File: config.mk
export PLATFORM = sky130hd
export DESIGN_NAME = dag_path_counter
export DESIGN_NICKNAME = d
export VERILOG_FILES = /design/src/rtl/dag_path_counter.sv
export SDC_FILE = /design/constraint.sdc
export NUM_CORES = 2
export LEC_CHECK = 0
export CAP_MARGIN = 20
export CORE_ASPECT_RATIO = 0.75
export CORE_MARGIN = 10
export CORE_UTILIZATION = 30
export DETAILED_ROUTE_END_ITERATION = 6
export GPL_ROUTABILITY_DRIVEN = 0
export PLACE_DENSITY = 0.45
export SLEW_MARGIN = 20
export SYNTH_ARGS = -nofsm -noshare
export SYNTH_HDL_FRONTEND = slang
export SYNTH_SLANG_ARGS = --single-unit
export TNS_END_PERCENT = 1
File: constraint.sdc
create_clock -name clk -period 8.9 [get_ports clk]
set_clock_uncertainty 0.1 [all_clocks]
set_input_delay 1.335 -clock clk [delete_from_list [all_inputs] [get_ports clk]]
set_output_delay 1.335 -clock clk [all_outputs]
set_load 0.01 [all_outputs]
File: src/rtl/dag_path_counter.sv
// Counts start->end paths through a DAG via iterative DFS on a LIFO stack, querying the adjacency map per expanded node.
// One pop per cycle, stalls on query_ready / reply_valid; DAG_PATH_COUNTER_SATURATE_EN makes path_count saturate instead of wrap.
module dag_path_counter #(
  parameter int NODE_WIDTH  = 10,
  parameter int STACK_DEPTH = 256,
  parameter int COUNT_WIDTH = 48
) (
  input  logic                   clk,
  input  logic                   rst,
  input  logic                   decoding_done,
  input  logic [NODE_WIDTH-1:0]  start_node,
  input  logic [NODE_WIDTH-1:0]  end_node,
  input  logic                   query_ready,
  output logic                   query_valid,
  output logic [NODE_WIDTH-1:0]  query_data,
  output logic                   reply_ready,
  input  logic                   reply_valid,
  input  logic                   reply_last,
  input  logic [NODE_WIDTH-1:0]  reply_data,
  output logic [COUNT_WIDTH-1:0] path_count,
  output logic                   done,
  output logic                   overflow
);

  localparam int AW = (STACK_DEPTH > 1) ? $clog2(STACK_DEPTH) : 1;
  localparam logic [AW:0] SP_FULL = (AW+1)'(STACK_DEPTH);

  localparam logic [2:0] S_IDLE       = 3'd0;
  localparam logic [2:0] S_PUSH_START = 3'd1;
  localparam logic [2:0] S_POP        = 3'd2;
  localparam logic [2:0] S_QUERY      = 3'd3;
  localparam logic [2:0] S_COLLECT    = 3'd4;
  localparam logic [2:0] S_DONE       = 3'd5;

  logic [2:0]             state_q, state_d;
  logic [AW:0]            sp_q, sp_d;
  logic [NODE_WIDTH-1:0]  qdata_q, qdata_d;
  logic [COUNT_WIDTH-1:0] count_q, count_d;
  logic                   ovf_q, ovf_d;
  logic [NODE_WIDTH-1:0]  stack_q [STACK_DEPTH];

  logic                   push_en;
  logic [NODE_WIDTH-1:0]  push_data;
  logic                   full;
  logic [AW:0]            sp_dec;
  logic [NODE_WIDTH-1:0]  top;
  logic [COUNT_WIDTH-1:0] count_inc;

  assign full   = (sp_q == SP_FULL);
  assign sp_dec = sp_q - 1'b1;
  assign top    = stack_q[sp_dec[AW-1:0]];

`ifdef DAG_PATH_COUNTER_SATURATE_EN
  assign count_inc = (&count_q) ? count_q : count_q + 1'b1;
`else
  assign count_inc = count_q + 1'b1;
`endif

  always_comb begin
    state_d   = state_q;
    sp_d      = sp_q;
    qdata_d   = qdata_q;
    count_d   = count_q;
    ovf_d     = ovf_q;
    push_en   = 1'b0;
    push_data = '0;
    case (state_q)
      S_IDLE: begin
        if (decoding_done) state_d = S_PUSH_START;
      end
      S_PUSH_START: begin
        push_en   = 1'b1;
        push_data = start_node;
        state_d   = S_POP;
      end
      S_POP: begin
        if (sp_q == '0) begin
          state_d = S_DONE;
        end else begin
          sp_d = sp_dec;
          if (top == end_node) begin
            count_d = count_inc;
          end else begin
            qdata_d = top;
            state_d = S_QUERY;
          end
        end
      end
      S_QUERY: begin
        if (query_ready) state_d = S_COLLECT;
      end
      S_COLLECT: begin
        if (reply_valid) begin
          push_en   = 1'b1;
          push_data = reply_data;
          if (reply_last) state_d = S_POP;
        end
      end
      S_DONE: begin
        state_d = S_DONE;
      end
      default: state_d = S_IDLE;
    endcase
    // A push into a full stack is dropped but the walk keeps going so the reply stream stays aligned.
    if (push_en) begin
      if (full) ovf_d = 1'b1;
      else      sp_d  = sp_q + 1'b1;
    end
  end

  always_ff @(posedge clk) begin
    if (rst) begin
      state_q <= S_IDLE;
      sp_q    <= '0;
      qdata_q <= '0;
      count_q <= '0;
      ovf_q   <= 1'b0;
    end else begin
      state_q <= state_d;
      sp_q    <= sp_d;
      qdata_q <= qdata_d;
      count_q <= count_d;
      ovf_q   <= ovf_d;
    end
  end

  always_ff @(posedge clk) begin
    if (push_en && !full) stack_q[sp_q[AW-1:0]] <= push_data;
  end

  assign query_valid = (state_q == S_QUERY);
  assign reply_ready = (state_q == S_COLLECT);
  assign query_data  = qdata_q;
  assign path_count  = count_q;
  assign done        = (state_q == S_DONE);
  assign overflow    = ovf_q;

endmodule

==> results.ini <==
[outcome]
status=finished, violations left
violations=DRC

[timing]
relSlewSlack=0.195
fin_crit_ns=7.93
timing.fmax_ghz=0.126
fin_crit_sh=0.891
worstMarginPinSlew_ns=1.20
hold_viol_final=0
fin_hold_ws_ns=0.364
maxSlewViolCount=0
rsz0062_at_grt=false
setup_tns_ns=0
setup_viol=0

[global_route]
globalRoute.busiestLayer=met1
grt_overflow_total=0
grt_pass1_vias=55600
gr-usage-met1=0.268
grt_pass1_wl_um=471000
use_met3=0.0434
grt_start_max_net_pins=201
antenna_found_initial=32
met2_usage=0.257
gr-usage-all-layers=0.178

[setup_path]
cp_max_fo=84
crit_path_end_kind=flop
critPathTopFamily=simple AND/OR/NAND/NOR gates
critical-path-max-stage-delay_ns=0.95
cp.required_ns=9.55
cp.arrival_ns=8.58
start_kind=flop
path_cells=inv_1 > ha_4 > or3b_1 > or3_1 > and3_1 > buf_4 > nor2_1 > nor4_2 > o221ai_1 > a31oi_1 > xor2_1 > or4_4 > o21ai_1 > mux2_1
critPathKind=flop to flop
critical_path_buf_inv_count=2
cp_slowest_cell=o21ai_1

[die]
dieArea_mm2=0.372
chipHeight_um=531
initial_utilization=0.301
io_pins=98
die_width_um=701
rows=187
core_area_mm2=0.346

[logic_synthesis]
avgSynthCellArea_um2=19.0
ys.flop_type=edfxtp_1
synthDistinctLibCells=82
synth_top_area_frac=0.737
synth_nets=5519
syn_inst=5478
ys_seq_area_frac=0.751
ys_warn_count=0
ys_ff_latch=2631
synthesis.area_mm2=0.104
synth-edff-count=2560
synth_area_leaders=edfxtp_1 (74%), mux4_2 (13%), nand2_1 (1.6%), nor2_1 (1.5%), dfxtp_1 (1.4%)
synthArstFlopShare=0
yosys.area.top_type=edfxtp_1

[finish]
final.fill_count=32400
final_common_cell=edfxtp_1
nets=5795
most-common-layout-cells=edfxtp_1 (2,560), mux4_2 (583), nand2_1 (419)
drive_gt1_frac=0.242
syn2layout_area_growth_pct=15.5

[clocking]
ctsResizeCount=0
clk_path_buf_depth=4
cts_tree=built
cts_hold_buf=0
numCtsBuffers=266
path_clk_slew_ns=0.06
ctsHtreeMaxLevel=5
clock_latency_ns=0.87
cts_sinks=2631
cts-root-buf=clkbuf_16
cts_setup_buffers=0

[routing]
routedWlPerCell_um=32.2
drt-total-wl_um=341000
first_pass_iters=7
drc=3
drtIter0Drc=6874
vias=56200
drt-vias-per-instance=5.31
ant_nets=0

[placement]
portBuffers=97
place_hpwl_um=214000

[pwr]
power_density_mw_per_mm2=265
ir_worst_vdd_mv=0.225
leakagePower_nw=37.5

[flow_run]
maxCapViolations=0

[hold_path]
hold_path_class=flop to flop

## power by group
part / internal (W) / switching, W / leakage (nW)
clock: 0.00622 / 0.00477 / 3.99
combinational: 0.00219 / 0.00491 / 9.45
sequential: 0.0138 / 0.0000301 / 24.1
total: 0.0222 / 0.00971 / 37.5
## final cells by class
class                           count  area (um2)  share of cell area
Timing Repair Buffer              361        3380              0.0280
Clock buffer                      340        7140              0.0593
Inverter                            9        33.8            0.000281
Multi-Input combinational cell   2485       24700               0.205
Sequential cell                  2631       78300               0.650
Clock inverter                    111        1050             0.00875
Tap cell                         4630        5790              0.0481
Antenna cell                        7        17.5            0.000145
## cells by family after synthesis
| family | after synthesis | share of synthesized area |
|---|---|---|
| buffers and inverters | 362 | 0.0182 |
| flip-flops | 2631 | 0.751 |
| adder cells (fa/ha/maj) | 5 | 0.000600 |
| XOR/XNOR | 15 | 0.00126 |
| multiplexers | 760 | 0.143 |
| AO/OA/AOI/OAI | 425 | 0.0308 |
| AND/OR/NAND/NOR | 1280 | 0.0549 |
## state kept, by name, indices dropped and copies added (netlist names)
signal and flops:
stack_q 2560, path_count 48, query_data 10, sp_q 9, state_q 3, overflow 1
## through the flow
step	cell area [um2]	worst slack (ns)	cells	total power [W]	util
after floorplan	104000	2.89	5478	0.0179	-
after global placement	112000	0.815	10100	0.0211	0.323
after detailed placement	112000	0.951	10100	0.0211	0.324
after CTS	120000	0.957	10600	0.0321	0.347
after global routing	120000	0.649	10600	0.0329	0.348
final	120000	0.967	10600	0.0319	0.348
## worst register-to-register path, stage by stage (launching register included)
cell	delay, ns
dfxtp_1	0.72
inv_1	0.23
ha_4	0.32
or3b_1	0.68
or3_1	0.21
and3_1	0.75
buf_4	0.39
nor2_1	0.16
nor4_2	0.79
o221ai_1	0.63
a31oi_1	0.44
xor2_1	0.14
or4_4	0.87
o21ai_1	0.99
mux2_1	0.39
## Yosys cell counts (6+ instances only)
cell and number:
buf_1 24, o311ai_0 21, a311oi_1 10, or3_1 9, o2111ai_1 7, a2111oi_0 14, nand4_1 24, a32oi_1 28
or2_2 39, and2_1 21, mux2_2 34, inv_1 9, xnor2_1 9, a22o_1 11, dfxtp_1 71, nor3_1 30
buf_4 55, edfxtp_1 2560, o22ai_1 33, mux2i_1 136, a21oi_1 39, o41ai_1 41, and3_1 51, nand3_1 159
nor2_1 423, a22oi_1 13, nand2_1 437, a31oi_1 37, a32o_1 6, o211ai_1 9, nor2b_1 24, xor2_1 6
mux4_2 583, buf_2 102, clkbuf_1 145, o221ai_1 12, and4_1 10, mux2_1 7, nor4_1 21, a211oi_1 41
buf_6 26, o311ai_1 17, o21ai_0 34
## path summary, 6_finish.rpt
kind | from | endpoint | slack, ns | depth (start not counted)
setup / recovery | sp_q[1] | query_data[4] | 0.97 | 14
hold reg to reg | query_data[7] | query_data[7] | 0.36 | 2
setup reg to reg | sp_q[1] | query_data[4] | 0.97 | 14
hold / removal | query_data[7] | query_data[7] | 0.36 | 2
## layer usage
layer,share of wire,wire length (um)
met1,0.46,156000
met2,0.43,145000
met3,0.085,28800
met4,0.030,10200
met5,0.00018,63
Power figures use the tool's default switching activity.
